## src/rtl/dmem_demux_if.sv

```systemverilog
// ============================================================================
// Module      : dmem_demux_if
// Description : Data-memory request/response bundle between the LSU, the
//               dmem_demux fan-out and the three data-side slaves.
//               The slave modport is the demux view, the master modport is
//               the surrounding LSU + slaves view.
// Revision    : 1.0 - initial release
// ============================================================================
`default_nettype none

interface dmem_demux_if #(
  parameter int WIDTH = 32
);
  // LSU side
  logic                   m_req_valid;
  logic                   m_req_ready;
  logic [WIDTH-1:0]       m_addr;
  logic [WIDTH-1:0]       m_wdata;
  logic                   m_we;
  logic [WIDTH/8-1:0]     m_be;
  logic                   m_rsp_valid;
  logic [WIDTH-1:0]       m_rdata;
  logic                   m_rsp_err;

  // Slave side (three targets)
  logic [2:0]             s_req_valid;
  logic [2:0]             s_req_ready;
  logic [WIDTH-1:0]       s_addr;
  logic [WIDTH-1:0]       s_wdata;
  logic                   s_we;
  logic [WIDTH/8-1:0]     s_be;
  logic [2:0]             s_rsp_valid;
  logic [3*WIDTH-1:0]     s_rdata;

  modport slave (
    input  m_req_valid, m_addr, m_wdata, m_we, m_be,
    output m_req_ready, m_rsp_valid, m_rdata, m_rsp_err,
    output s_req_valid, s_addr, s_wdata, s_we, s_be,
    input  s_req_ready, s_rsp_valid, s_rdata
  );

  modport master (
    output m_req_valid, m_addr, m_wdata, m_we, m_be,
    input  m_req_ready, m_rsp_valid, m_rdata, m_rsp_err,
    input  s_req_valid, s_addr, s_wdata, s_we, s_be,
    output s_req_ready, s_rsp_valid, s_rdata
  );
endinterface

`default_nettype wire

```

## src/rtl/dmem_demux.sv

```systemverilog
// ============================================================================
// Module      : dmem_demux
// Description : Address-decoded fan-out of the LSU data-memory request stream
//               to RAM / MMIO / boot ROM plus an internal error responder.
//               Responses are returned in order by stalling any request to a
//               target other than the one that owns outstanding requests.
//               Optional statistics counters are enabled by defining
//               DMEM_DEMUX_STATS_EN (adds err_count and drop_count ports).
// Revision    : 1.0 - initial release
// ============================================================================
`default_nettype none

module dmem_demux #(
  parameter int               WIDTH     = 32,
  parameter int               MAX_OUTST = 4,
  parameter logic [WIDTH-1:0] S0_BASE   = 32'h0000_0000,
  parameter logic [WIDTH-1:0] S0_MASK   = 32'hFFFF_0000,
  parameter logic [WIDTH-1:0] S1_BASE   = 32'h1000_0000,
  parameter logic [WIDTH-1:0] S1_MASK   = 32'hFFFF_F000,
  parameter logic [WIDTH-1:0] S2_BASE   = 32'h2000_0000,
  parameter logic [WIDTH-1:0] S2_MASK   = 32'hFFFF_C000
) (
  input  logic        clk,
  input  logic        reset,
  dmem_demux_if.slave bus
`ifdef DMEM_DEMUX_STATS_EN
  ,
  output logic [15:0] err_count,
  output logic [15:0] drop_count
`endif
);

  localparam int CW = $clog2(MAX_OUTST + 1);
  localparam logic [CW-1:0] CNT_MAX  = CW'(MAX_OUTST);
  localparam logic [CW-1:0] CNT_ZERO = '0;

  // Target encoding (also the owner state held while requests are in flight)
  localparam logic [1:0] TGT_RAM  = 2'd0;
  localparam logic [1:0] TGT_MMIO = 2'd1;
  localparam logic [1:0] TGT_ROM  = 2'd2;
  localparam logic [1:0] TGT_ERR  = 2'd3;

  logic [CW-1:0] r_cnt;
  logic [1:0]    r_cur;

  logic [1:0]    w_tgt;
  logic          w_busy;
  logic          w_not_full;
  logic          w_same_tgt;
  logic          w_tgt_ready;
  logic          w_allow;
  logic          w_acc;
  logic          w_rsp;

  // Broadcast request fields to every slave
  assign bus.s_addr  = bus.m_addr;
  assign bus.s_wdata = bus.m_wdata;
  assign bus.s_we    = bus.m_we;
  assign bus.s_be    = bus.m_be;

  // Address decode with fixed priority S0 > S1 > S2, fall-through to ERR
  always_comb begin
    w_tgt = TGT_ERR;
    if ((bus.m_addr & S2_MASK) == S2_BASE) w_tgt = TGT_ROM;
    if ((bus.m_addr & S1_MASK) == S1_BASE) w_tgt = TGT_MMIO;
    if ((bus.m_addr & S0_MASK) == S0_BASE) w_tgt = TGT_RAM;
  end

  assign w_busy     = (r_cnt != CNT_ZERO);
  // r_cnt never exceeds CNT_MAX, so "not equal" is the same as "less than"
  assign w_not_full = (r_cnt != CNT_MAX);
  assign w_same_tgt = !w_busy || (w_tgt == r_cur);
  assign w_allow    = bus.m_req_valid && w_not_full && w_same_tgt;

  // Ready of the decoded target; the error responder always accepts
  always_comb begin
    w_tgt_ready = 1'b1;
    case (w_tgt)
      TGT_RAM:  w_tgt_ready = bus.s_req_ready[0];
      TGT_MMIO: w_tgt_ready = bus.s_req_ready[1];
      TGT_ROM:  w_tgt_ready = bus.s_req_ready[2];
      default:  w_tgt_ready = 1'b1;
    endcase
  end

  assign bus.m_req_ready = w_not_full && w_same_tgt && w_tgt_ready;
  assign w_acc           = bus.m_req_valid && bus.m_req_ready;

  // Per-slave request valid; deliberately independent of s_req_ready
  always_comb begin
    bus.s_req_valid = 3'b000;
    case (w_tgt)
      TGT_RAM:  bus.s_req_valid[0] = w_allow;
      TGT_MMIO: bus.s_req_valid[1] = w_allow;
      TGT_ROM:  bus.s_req_valid[2] = w_allow;
      default:  bus.s_req_valid    = 3'b000;
    endcase
  end

  // Response pass-through from the owning target, or the error responder
  always_comb begin
    bus.m_rsp_valid = 1'b0;
    bus.m_rdata     = '0;
    bus.m_rsp_err   = 1'b0;
    if (w_busy) begin
      case (r_cur)
        TGT_RAM: begin
          bus.m_rsp_valid = bus.s_rsp_valid[0];
          bus.m_rdata     = bus.s_rdata[WIDTH-1:0];
        end
        TGT_MMIO: begin
          bus.m_rsp_valid = bus.s_rsp_valid[1];
          bus.m_rdata     = bus.s_rdata[2*WIDTH-1:WIDTH];
        end
        TGT_ROM: begin
          bus.m_rsp_valid = bus.s_rsp_valid[2];
          bus.m_rdata     = bus.s_rdata[3*WIDTH-1:2*WIDTH];
        end
        default: begin
          bus.m_rsp_valid = 1'b1;
          bus.m_rsp_err   = 1'b1;
        end
      endcase
    end
  end

  assign w_rsp = bus.m_rsp_valid;

  // Outstanding counter and owner; simultaneous accept+response cancel out
  always_ff @(posedge clk) begin
    if (reset) begin
      r_cnt <= '0;
      r_cur <= TGT_RAM;
    end else begin
      if (w_acc) r_cur <= w_tgt;
      r_cnt <= r_cnt + {{(CW-1){1'b0}}, w_acc} - {{(CW-1){1'b0}}, w_rsp};
    end
  end

`ifdef DMEM_DEMUX_STATS_EN
  logic [2:0]  w_drop;
  logic [1:0]  w_drop_n;
  logic [16:0] w_drop_sum;
  logic        w_err_inc;

  // A slave response is dropped unless it comes from the current owner while busy
  for (genvar i = 0; i < 3; i++) begin : g_drop
    assign w_drop[i] = bus.s_rsp_valid[i] && !(w_busy && (r_cur == 2'(i)));
  end

  assign w_drop_n   = {1'b0, w_drop[0]} + {1'b0, w_drop[1]} + {1'b0, w_drop[2]};
  assign w_drop_sum = {1'b0, drop_count} + {15'd0, w_drop_n};
  assign w_err_inc  = w_acc && (w_tgt == TGT_ERR);

  // Saturating statistics counters
  always_ff @(posedge clk) begin
    if (reset) begin
      err_count  <= 16'd0;
      drop_count <= 16'd0;
    end else begin
      if (w_err_inc && (err_count != 16'hFFFF)) err_count <= err_count + 16'd1;
      drop_count <= w_drop_sum[16] ? 16'hFFFF : w_drop_sum[15:0];
    end
  end
`endif

endmodule

`default_nettype wire

```

## src/flat_wrapper.sv

```systemverilog
// flat-port wrapper written by rule: the top's interface ports become plain ports
module dmem_demux_flat 
#(
  parameter int               WIDTH     = 32,
  parameter int               MAX_OUTST = 4,
  parameter logic [WIDTH-1:0] S0_BASE   = 32'h0000_0000,
  parameter logic [WIDTH-1:0] S0_MASK   = 32'hFFFF_0000,
  parameter logic [WIDTH-1:0] S1_BASE   = 32'h1000_0000,
  parameter logic [WIDTH-1:0] S1_MASK   = 32'hFFFF_F000,
  parameter logic [WIDTH-1:0] S2_BASE   = 32'h2000_0000,
  parameter logic [WIDTH-1:0] S2_MASK   = 32'hFFFF_C000
)
  (clk, reset, bus_m_req_valid, bus_m_addr, bus_m_wdata, bus_m_we, bus_m_be, bus_m_req_ready, bus_m_rsp_valid, bus_m_rdata, bus_m_rsp_err, bus_s_req_valid, bus_s_addr, bus_s_wdata, bus_s_we, bus_s_be, bus_s_req_ready, bus_s_rsp_valid, bus_s_rdata);
  dmem_demux_if #(.WIDTH(WIDTH)) bus_i ();
  input  logic clk;
  input  logic reset;
  input wire logic [$bits(bus_i.m_req_valid)-1:0] bus_m_req_valid;
  input wire logic [$bits(bus_i.m_addr)-1:0] bus_m_addr;
  input wire logic [$bits(bus_i.m_wdata)-1:0] bus_m_wdata;
  input wire logic [$bits(bus_i.m_we)-1:0] bus_m_we;
  input wire logic [$bits(bus_i.m_be)-1:0] bus_m_be;
  output wire logic [$bits(bus_i.m_req_ready)-1:0] bus_m_req_ready;
  output wire logic [$bits(bus_i.m_rsp_valid)-1:0] bus_m_rsp_valid;
  output wire logic [$bits(bus_i.m_rdata)-1:0] bus_m_rdata;
  output wire logic [$bits(bus_i.m_rsp_err)-1:0] bus_m_rsp_err;
  output wire logic [$bits(bus_i.s_req_valid)-1:0] bus_s_req_valid;
  output wire logic [$bits(bus_i.s_addr)-1:0] bus_s_addr;
  output wire logic [$bits(bus_i.s_wdata)-1:0] bus_s_wdata;
  output wire logic [$bits(bus_i.s_we)-1:0] bus_s_we;
  output wire logic [$bits(bus_i.s_be)-1:0] bus_s_be;
  input wire logic [$bits(bus_i.s_req_ready)-1:0] bus_s_req_ready;
  input wire logic [$bits(bus_i.s_rsp_valid)-1:0] bus_s_rsp_valid;
  input wire logic [$bits(bus_i.s_rdata)-1:0] bus_s_rdata;
  assign bus_i.m_req_valid = bus_m_req_valid;
  assign bus_i.m_addr = bus_m_addr;
  assign bus_i.m_wdata = bus_m_wdata;
  assign bus_i.m_we = bus_m_we;
  assign bus_i.m_be = bus_m_be;
  assign bus_m_req_ready = bus_i.m_req_ready;
  assign bus_m_rsp_valid = bus_i.m_rsp_valid;
  assign bus_m_rdata = bus_i.m_rdata;
  assign bus_m_rsp_err = bus_i.m_rsp_err;
  assign bus_s_req_valid = bus_i.s_req_valid;
  assign bus_s_addr = bus_i.s_addr;
  assign bus_s_wdata = bus_i.s_wdata;
  assign bus_s_we = bus_i.s_we;
  assign bus_s_be = bus_i.s_be;
  assign bus_i.s_req_ready = bus_s_req_ready;
  assign bus_i.s_rsp_valid = bus_s_rsp_valid;
  assign bus_i.s_rdata = bus_s_rdata;
  dmem_demux #(.WIDTH(WIDTH), .MAX_OUTST(MAX_OUTST), .S0_BASE(S0_BASE), .S0_MASK(S0_MASK), .S1_BASE(S1_BASE), .S1_MASK(S1_MASK), .S2_BASE(S2_BASE), .S2_MASK(S2_MASK)) u_core (.clk(clk), .reset(reset), .bus(bus_i));
endmodule
```

## config.mk

```make
export PLATFORM = sky130hd
export DESIGN_NAME = dmem_demux_flat
export DESIGN_NICKNAME = d
export VERILOG_FILES = /design/src/rtl/dmem_demux_if.sv /design/src/rtl/dmem_demux.sv /design/src/flat_wrapper.sv
export SDC_FILE = /design/constraint.sdc
export NUM_CORES = 1
export LEC_CHECK = 0
export ABC_CLOCK_PERIOD_IN_PS = 6400
export BUFFER_PORTS_ARGS = -buffer_cell sky130_fd_sc_hd__buf_2
export CORE_AREA = 2 2 110 112
export CTS_CLUSTER_DIAMETER = 150
export CTS_CLUSTER_SIZE = 20
export DETAILED_ROUTE_END_ITERATION = 12
export DIE_AREA = 0 0 112 114
export GPL_TIMING_DRIVEN = 0
export SETUP_SLACK_MARGIN = 0.3
export SLEW_MARGIN = 25
export SYNTH_ARGS = -nofsm -noshare
export SYNTH_HDL_FRONTEND = slang
export SYNTH_SLANG_ARGS = --single-unit
```

## constraint.sdc

```tcl
create_clock -name clk -period 6.4 [get_ports clk]
set_input_delay 0 -clock clk [delete_from_list [all_inputs] [get_ports clk]]
set_output_delay 0 -clock clk [all_outputs]
set_load 0.1 [all_outputs]
```

-- Word-level counts from Yosys, hierarchy flattened
Cells that the tools add are included.
- output and inout bits: 107
- bits in registers: 5
- word-level logic and storage cells: 37
- bits of input ports: 174
- eq/ne operators: 8
- $add $sub $neg: 2
- reductions and logical operators: 12
- multiplexer cells: 13
- operator list (operator ; count):
    32-bit one-hot mux with 3 select lines ; 1
    32-bit zero test ; 1
    32-bit two-way mux ; 1
    20-bit by 17-bit equality test with 1-bit output, second input constant ; 1
    18-bit by 16-bit equality test with 1-bit output, second input constant ; 1
    1-bit two-way mux ; 7
    1-bit one-hot mux with 3 select lines ; 2
    1-bit logical AND ; 5
    2-bit by 1-bit equality test with 1-bit output, second input constant ; 2
    2-bit equality test, second input constant ; 2
    2-bit zero test ; 2
    2-bit two-way mux ; 2
    3-bit by 1-bit adder with 3-bit output ; 1
    3-bit inequality test, second input constant ; 1
    3-bit nonzero test ; 1
    3-bit OR reduction ; 1
    3-bit by 1-bit subtractor with 3-bit output ; 1
    2-bit equality test ; 1
    1-bit zero test ; 1
    1-bit logical OR ; 1

-- Longest topological paths before layout
Gate-level depths: netlist of the first run.
- word-level depth: 11
- gate-level depth with buffers: 12
- gate-level depth less buffers: 11

-- Worst setup path after synthesis of the first run
No wires, ideal clock.
- path type: reg2reg
- start point: register u_core.r_cur[1]
- end point: register u_core.r_cnt[2]
- period minus slack after synthesis: 4.963 ns
- buffers on the path: 2
- cell stages (with the launch flop): 13
- library setup time: 0.115 ns
- data arrival time: 4.848 ns
- required time: 6.285 ns
- slack: 1.437 ns
- cell sequence: dfxtp_1 -> clkbuf_1 -> buf_1 -> a211oi_1 -> nor3_1 -> ha_1 -> inv_1 -> ha_1 -> inv_1 -> fa_1 -> xor2_1 -> xnor2_1 -> nor2_1
- RTL lines (what ; RTL line ; text):
    start, declared ; dmem_demux.sv:44 ; logic [1:0] r_cur;
    start signal, assigned ; dmem_demux.sv:135 ; if (w_acc) r_cur <= w_tgt;
    2-bit equality test, or another cell as far along ; dmem_demux.sv:106 ; case (r_cur)
    1-bit one-hot mux with 3 select lines (*) ; dmem_demux.sv:106 ;
    1-bit two-way mux (*) ; dmem_demux.sv:105 ; if (w_busy) begin
    net bus_m_rsp_valid ; flat_wrapper.sv:23 ; output wire logic [$bits(bus_i.m_rsp_valid)-1:0] bus_m_rsp_valid;
    3-bit by 1-bit subtractor with 3-bit output (*) ; dmem_demux.sv:136 ; r_cnt <= r_cnt + {{(CW-1){1'b0}}, w_acc} - {{(CW-1){1'b0}}, w_rsp};
    end signal, assigned ; dmem_demux.sv:136 ;
    end, declared ; dmem_demux.sv:43 ; logic [CW-1:0] r_cnt;
Mark *: on every way through the listed nets, which the timed path passes. The rest lies on a longest branch.
A chain may end at the register's enable or synchronous reset.

-- Final worst setup path of the first run
- start point: register u_core.r_cur[1]
- end point: register u_core.r_cnt[2]
- longest elaborated chain between the ends: 7
- ends and longest elaborated chain (what ; RTL line ; text):
    2-bit equality test ; dmem_demux.sv:72 ; assign w_same_tgt = !w_busy || (w_tgt == r_cur);
    1-bit logical OR ; dmem_demux.sv:72 ;
    1-bit logical AND (2 in series) ; dmem_demux.sv:86 ; assign bus.m_req_ready = w_not_full && w_same_tgt && w_tgt_ready;
    1-bit logical AND ; dmem_demux.sv:87 ; assign w_acc = bus.m_req_valid && bus.m_req_ready;
    3-bit by 1-bit adder with 3-bit output ; dmem_demux.sv:136 ;
    3-bit by 1-bit subtractor with 3-bit output (*) ; dmem_demux.sv:136 ;
Mark *: on every way between the ends. The rest lies on a longest branch, timed or not.

==> results of run 1 <==
==> synth_stat cells <==
cell type  number
dfxtp_1         5
o31ai_1         3
nor3_1          3
nor4_1          4
a221o_1         1
or4_4           1
ha_1            2
clkbuf_1       13
and3_1          1
nor2_1         69
buf_4          69
a21boi_0        1
fa_1            1
a211oi_1        4
or3_1           2
nand2b_1        1
nand4b_1        1
or4b_2          1
xor2_1          1
nand2_1         4
nor2b_1         5
or4_1           2
inv_1           3
o21ai_0         1
mux2i_1        32
nand4_1         1
buf_1           3
a31oi_1         2
a2111oi_2       1
xnor2_1         1
a21oi_1        34
a21o_1          1
o21a_1          1
==> metrics by stage <==
stage | hold WS, ns | total power (uW) | instance area [sq um] | cells
after floorplan | 0.0667 | 1260 | 1780 | 274
after global placement | 0.238 | 1520 | 3120 | 651
after detailed placement | 0.246 | 1520 | 3120 | 651
after CTS | 0.0109 | 1630 | 3200 | 655
after global routing | 0.0185 | 1690 | 3200 | 655
final | 0.00352 | 1610 | 3200 | 655
==> power breakdown <==
part	internal (uW)	leakage, uW	total (uW)	switching, uW
Clock	82.6	0.0000382	104	21.0
Sequential	42.0	0.0000415	52.0	10.1
Combinational	262	0.00170	1460	1200
Total	387	0.00178	1610	1230
==> final cells by class <==
class,instances,area (sq um),share of cell area
inverter,3,11.3,0.00352
buffer,85,578,0.181
clock buffer,4,78.8,0.0246
sequential,5,100,0.0313
tap,147,184,0.0575
timing repair buffer,230,1150,0.360
multi-input combinational,181,1100,0.343
==> flip-flops by register name, indices dropped and copies added, names as in the netlist <==
name and count:
u_core.r_cnt 3, u_core.r_cur 2
==> path summary, 6_finish.rpt <==
kind / to / depth (start not counted)
setup / recovery: u_core.r_cnt[2]$_SDFF_PP0_ / 12
hold / removal: u_core.r_cnt[1]$_SDFF_PP0_ / 2
setup reg to reg: u_core.r_cnt[2]$_SDFF_PP0_ / 12
hold reg to reg: u_core.r_cnt[2]$_SDFF_PP0_ / 2
==> kinds of logic after synthesis <==
family                     after synthesis  synth area share
and+or+nand+nor                         95             0.237
xor gates and xnor gates                 2           0.00983
adders and majority gates                3            0.0253
muxes                                   32             0.180
buffers and inverters                   88             0.331
AOI/OAI and AO/OA                       49             0.162
DFF                                      5            0.0562
==> layer usage <==
| layer | GRT usage | vias up |
|---|---|---|
| li1 | - | 1328 |
| met3 | 0.0244 | 4 |
| met2 | 0.232 | 149 |
| met5 | 0 | - |
| met4 | 0.0195 | 0 |
| met1 | 0.135 | 1097 |
==> worst max-delay path, delay by kind of cell (launching register included) <==
family                     cells  cell delay, ns
xor gates and xnor gates       2            0.32
and+or+nand+nor                2            0.44
AOI/OAI and AO/OA              1            0.18
adders and majority gates      3            0.82
DFF                            1            0.34
buffers and inverters          4            1.25
==> results.md, run 1 <==
- Status: complete, no violations
- Required @ worst endpoint: 6.52 ns
- # fillers: 1332
- Root buf cell: clkbuf_16
- Die Ht: 114 microns
- DR WL met2: 4320 microns
- Vias: 2578
- Yosys reg bits: 5
- Cts repair resizes: 0
- Unrepaired setup endpoints after global routing: no
- First-pass GRT wire length: 12200 microns
- CTS tree: yes
- Slowest cell on crit path: buf_1
- Gpl congestion: 0.764
- H-tree depth: 1
- Top Metal Used: met4
- Hold path start: reset
- Largest net degree at the start of global routing: 11
- Crit start category: flip-flop
- Layout cells sized above 1: 0.602
- Top cells by area, synth: buf_4, mux2i_1, nor2_1
- Critical Path AT: 3.59 ns
- Setup Buffers After CTS: 0
- Vias in the first global route: 2380
- Cell Rows: 40
- Final global-route overflow total: 0
- Fin. Hold Viols: 0
- CP peak stage delay: 0.63 ns
- Top cell type's share of synthesized area: 0.291
- Iteration-0 DRC count of the detailed router: 66
- Yosys cell types: 33
- Final WS setup: 2.93 ns
- Sequential share of the synthesized area: 0.0562
- Cell Chain, Critical Path: clkbuf_1, buf_1, a211oi_1, nor3_1, ha_1, inv_1, ha_1, inv_1, fa_1, xor2_1, xnor2_1, nor2_1
- Slew at the pin with the worst max-slew slack: 0.733 ns
- Clk slew on worst S/H paths: 0.03 ns
- DRC Markers: 0
- Top cell type by total area after synthesis: buf_4
- R2R setup slack: 2.93 ns
- FMAX: 288 MHz
- HPWL Detailed: 7200 microns
- HP Class: in2reg
- Most frequent cells in the layout: buf_2, nor2_1, buf_4
- Commonest non-fill, non-tap cell in the layout: buf_2
- Crit Path Max Fanout: 10
- Post-synthesis cell count: 274
- Critical path class: reg2reg
- PortBufs: 230
- Critical path startpoint: u_core.r_cur[1]$_SDFFE_PP0P_
- Layout Utilization: 0.273
- Nets: 686
- Hold Buf Count CTS: 0
- Final setup fails: 0
- Post-Place Setup Slack: 2.84 ns
- Drt wl/cell: 12.7 microns
- Initial Util: 0.152
- Worst r2r src: u_core.r_cur[1]$_SDFFE_PP0P_
- Minimum clock period: 3.47 ns
- Final setup TNS: 0 ns
- Synthesis Warnings: 0
- Period utilization: 0.542
- Mean Syn Cell Area: 6.50 sq um
- Total Wirelength: 8290 microns
- Worst skew pair latency: 0.23 ns
- Core footprint: 11700 sq um
- VDD IR max: 0.380 mV
- Remaining antenna violation count: 0
- Total I/O pin count: 281
- Pwr Density: 504 nW/um^2
- Met3 wire len: 807 microns
- Synthesis-to-layout area growth: 79.6%
- Antenna cells: 0
- Mapped cell area: 1780 sq um
- Initial antenna violation count: 0
- Via density: 3.94
- TritonCTS buffer count: 3
- GRT Total Usage: 0.119
- Endpoint class of the critical path: flip-flop
- Met1 Wirelength: 3120 microns
- Buffers from clock root to sink, at most: 2
- Final max-slew violation count: 0
- Clock skew: 0.00207 ns
- Die area: 12800 sq um
- DR pass1 iterations: 4
- Die W: 112 microns
- Syn nets: 451
- Max-slew headroom: 0.511
- Max-Cap Viols: 0
- Leak: 0.00178 uW
- # clock sinks: 5
(Power assumes the default switching activity.)
==> run 2: changes to the inputs <==
--- a/config.mk
+++ b/config.mk
@@ -5,13 +5,13 @@
 export SDC_FILE = /design/constraint.sdc
 export NUM_CORES = 1
 export LEC_CHECK = 0
-export ABC_CLOCK_PERIOD_IN_PS = 6400
+export ABC_CLOCK_PERIOD_IN_PS = 3060
 export BUFFER_PORTS_ARGS = -buffer_cell sky130_fd_sc_hd__buf_2
-export CORE_AREA = 2 2 110 112
+export CORE_AREA = 2 2 109 111
 export CTS_CLUSTER_DIAMETER = 150
 export CTS_CLUSTER_SIZE = 20
 export DETAILED_ROUTE_END_ITERATION = 12
-export DIE_AREA = 0 0 112 114
+export DIE_AREA = 0 0 111 113
 export GPL_TIMING_DRIVEN = 0
 export SETUP_SLACK_MARGIN = 0.3
 export SLEW_MARGIN = 25
==> constraint.sdc (replaced) <==
create_clock -name clk -period 3.06 [get_ports clk]
set_input_delay 0 -clock clk [delete_from_list [all_inputs] [get_ports clk]]
set_output_delay 0 -clock clk [all_outputs]
set_load 0.1 [all_outputs]
==> run 2 against run 1 <==
Final area up 2.9%. Maximum frequency is 34% higher. Via count is 0.31% higher. Largest power group unchanged.
==> results.md, run 2 (synthesis gave the netlist of run 1 again) <==
- Status: complete, no violations (unchanged)
- Slew at the pin with the worst max-slew slack: 0.785 ns (was 0.733 ns)
- PortBufs: 230 (unchanged)
- Biggest registers after layout: u_core.r_cnt x3, u_core.r_cur x2 (unchanged)
- Minimum clock period: 2.60 ns (was 3.47 ns)
- Cell Rows: 39 (was 40)
- Period utilization: 0.849 (was 0.542)
- Clk slew on worst S/H paths: 0.03 ns (about the same)
- Layout cells sized above 1: 0.621 (was 0.602)
- Vias in the first global route: 2292 (was 2380)
- Endpoint class of the critical path: flip-flop (unchanged)
- Remaining antenna violation count: 0 (unchanged)
- Most frequent cells in the layout: buf_2, buf_4, nor2_1 (was buf_2, nor2_1, buf_4)
- Initial Util: 0.158 (was 0.152)
- Initial antenna violation count: 0 (unchanged)
- Layout Utilization: 0.292 (was 0.273)
- Leak: 0.00182 uW (was 0.00178 uW)
- Final global-route overflow total: 0 (unchanged)
- # clock sinks: 5 (unchanged)
- H-tree depth: 1 (unchanged)
- Final setup fails: 0 (unchanged)
- Iteration-0 DRC count of the detailed router: 73 (was 66)
- HP Class: in2reg (unchanged)
- Total I/O pin count: 281 (unchanged)
- Critical path class: reg2reg (unchanged)
- Largest net degree at the start of global routing: 11 (unchanged)
- Final instance area: 3290 sq um (was 3200 sq um)
- Crit start category: flip-flop (unchanged)
- Max-Cap Viols: 0 (unchanged)
- CTS tree: yes (unchanged)
- TritonCTS buffer count: 3 (unchanged)
- Fin. Hold Viols: 0 (unchanged)
- Critical Path AT: 2.71 ns (was 3.59 ns)
- First-pass GRT wire length: 11300 microns (was 12200 microns)
- Hold Buf Count CTS: 0 (unchanged)
- Final setup TNS: 0 ns (unchanged)
- Critical path startpoint: u_core.r_cur[0]$_SDFFE_PP0P_ (was u_core.r_cur[1]$_SDFFE_PP0P_)
- FMAX: 385 MHz (was 288 MHz)
- Largest register by flop count: u_core.r_cnt (unchanged)
- DRC Markers: 0 (unchanged)
- Core footprint: 11300 sq um (was 11700 sq um)
- Total Wirelength: 7830 microns (was 8290 microns)
- Max reg flops: 3 (unchanged)
- DR pass1 iterations: 4 (unchanged)
- Vias: 2586 (was 2578)
- Reg2reg end: u_core.r_cnt[2]$_SDFF_PP0_ (unchanged)
- Hold path start: reset (unchanged)
- HPWL Detailed: 6750 microns (was 7200 microns)
- Worst skew pair latency: 0.23 ns (about the same)
- Crit Path Max Fanout: 10 (unchanged)
- Commonest non-fill, non-tap cell in the layout: buf_2 (unchanged)
- Hold EP: u_core.r_cnt[2]$_SDFF_PP0_ (was u_core.r_cnt[1]$_SDFF_PP0_)
- Pwr Density: 1040 nW/um^2 (was 504 nW/um^2)
- Required @ worst endpoint: 3.18 ns (was 6.52 ns)
- Met1 Wirelength: 3090 microns (was 3120 microns)
- VDD IR max: 0.591 mV (was 0.380 mV)
- Met3 wire len: 616 microns (was 807 microns)
- Nets: 690 (was 686)
- Die area: 12500 sq um (was 12800 sq um)
- Synthesis-to-layout area growth: 84.9% (was 79.6%)
- R2R setup slack: 0.46 ns (was 2.93 ns)
- Hold WS: 0.00230 ns (was 0.00352 ns)
- Die Ht: 113 microns (was 114 microns)
- Via density: 3.95 (was 3.94)
- Drt wl/cell: 12.0 microns (was 12.7 microns)
- DR WL met2: 4120 microns (was 4320 microns)
- Min-Delay Path Depth: 2 (unchanged)
- Top Metal Used: met4 (unchanged)
- Area after DPL: 3180 sq um (was 3120 sq um)
- Die W: 111 microns (was 112 microns)
- Buffers from clock root to sink, at most: 2 (unchanged)
- Final max-slew violation count: 0 (unchanged)
- Worst r2r src: u_core.r_cur[0]$_SDFFE_PP0P_ (was u_core.r_cur[1]$_SDFFE_PP0P_)
- Clock skew: 0.00110 ns (was 0.00207 ns)
- Gpl congestion: 0.744 (was 0.764)
- Reg2Reg Depth: 10 (was 12)
- Root buf cell: clkbuf_16 (unchanged)
- Max-slew headroom: 0.477 (was 0.511)
- GRT Total Usage: 0.109 (was 0.119)
- Antenna cells: 0 (unchanged)
- # fillers: 1286 (was 1332)
- Unrepaired setup endpoints after global routing: no (unchanged)
[run 2: cell count changes in the layout (fill, tap and decap cells not counted), sizes merged]
| cell | previous run | this run |
|---|---|---|
| buf | 302 | 306 |
[run 2: layer usage]
metal,vias to the layer above,global-route usage
li1,1337,-
met3,2,0.0246
met1,1125,0.128
met4,0,0.00750
met5,-,0
met2,122,0.212
[run 2: worst max-delay path, cell delays in order (launching register included)]
cell and delay (ns):
dfxtp_1 0.29, clkbuf_4 0.19, or4_1 0.53, a221o_2 0.35, a21oi_1 0.15, ha_1 0.16, inv_1 0.05, fa_1 0.39
xor2_1 0.18, xnor2_1 0.14, nor2_1 0.05
[run 2: layout make-up]
type	count	area, sq um	share of cell area
Tap cell	143	179	0.0543
Multi-Input combinational cell	181	1140	0.346
Sequential cell	5	100	0.0304
Inverter	3	11.3	0.00342
Buffer	85	603	0.183
Timing Repair Buffer	234	1180	0.359
Clock buffer	4	78.8	0.0239
[run 2: stage by stage]
stage / total power [uW] / std cells / setup WS [ns]
after floorplan: 2680 / 274 / 0.109
after global placement: 3200 / 647 / -0.189
after detailed placement: 3210 / 648 / -0.162
after CTS: 3440 / 654 / 0.334
after global routing: 3580 / 655 / 0.309
final: 3420 / 655 / 0.463
[run 2: what timing repair did]
action | in CTS | in global routing
pin swaps | 1 | 2
buffers inserted | 2 | 1
cloned | 0 | 0
endpoints found under the setup margin | 2 | 1
resized for setup | 3 | 1
[run 2: how the worst max path moves through the flow]
stage               cells past startpoint                          to
global route                           12  u_core.r_cnt[2]$_SDFF_PP0_
global placement                       10  u_core.r_cnt[2]$_SDFF_PP0_
CTS                                    10  u_core.r_cnt[2]$_SDFF_PP0_
detailed placement                     12  u_core.r_cnt[2]$_SDFF_PP0_
floorplan                              12  u_core.r_cnt[2]$_SDFF_PP0_
finish                                 10  u_core.r_cnt[2]$_SDFF_PP0_
[run 2: report_power, final]
| group | switching, uW | internal [uW] | leakage (uW) |
|---|---|---|---|
| Sequential | 27.0 | 87.8 | 0.0000415 |
| Combinational | 2500 | 588 | 0.00174 |
| Clock | 43.5 | 173 | 0.0000382 |
| Total | 2570 | 849 | 0.00182 |
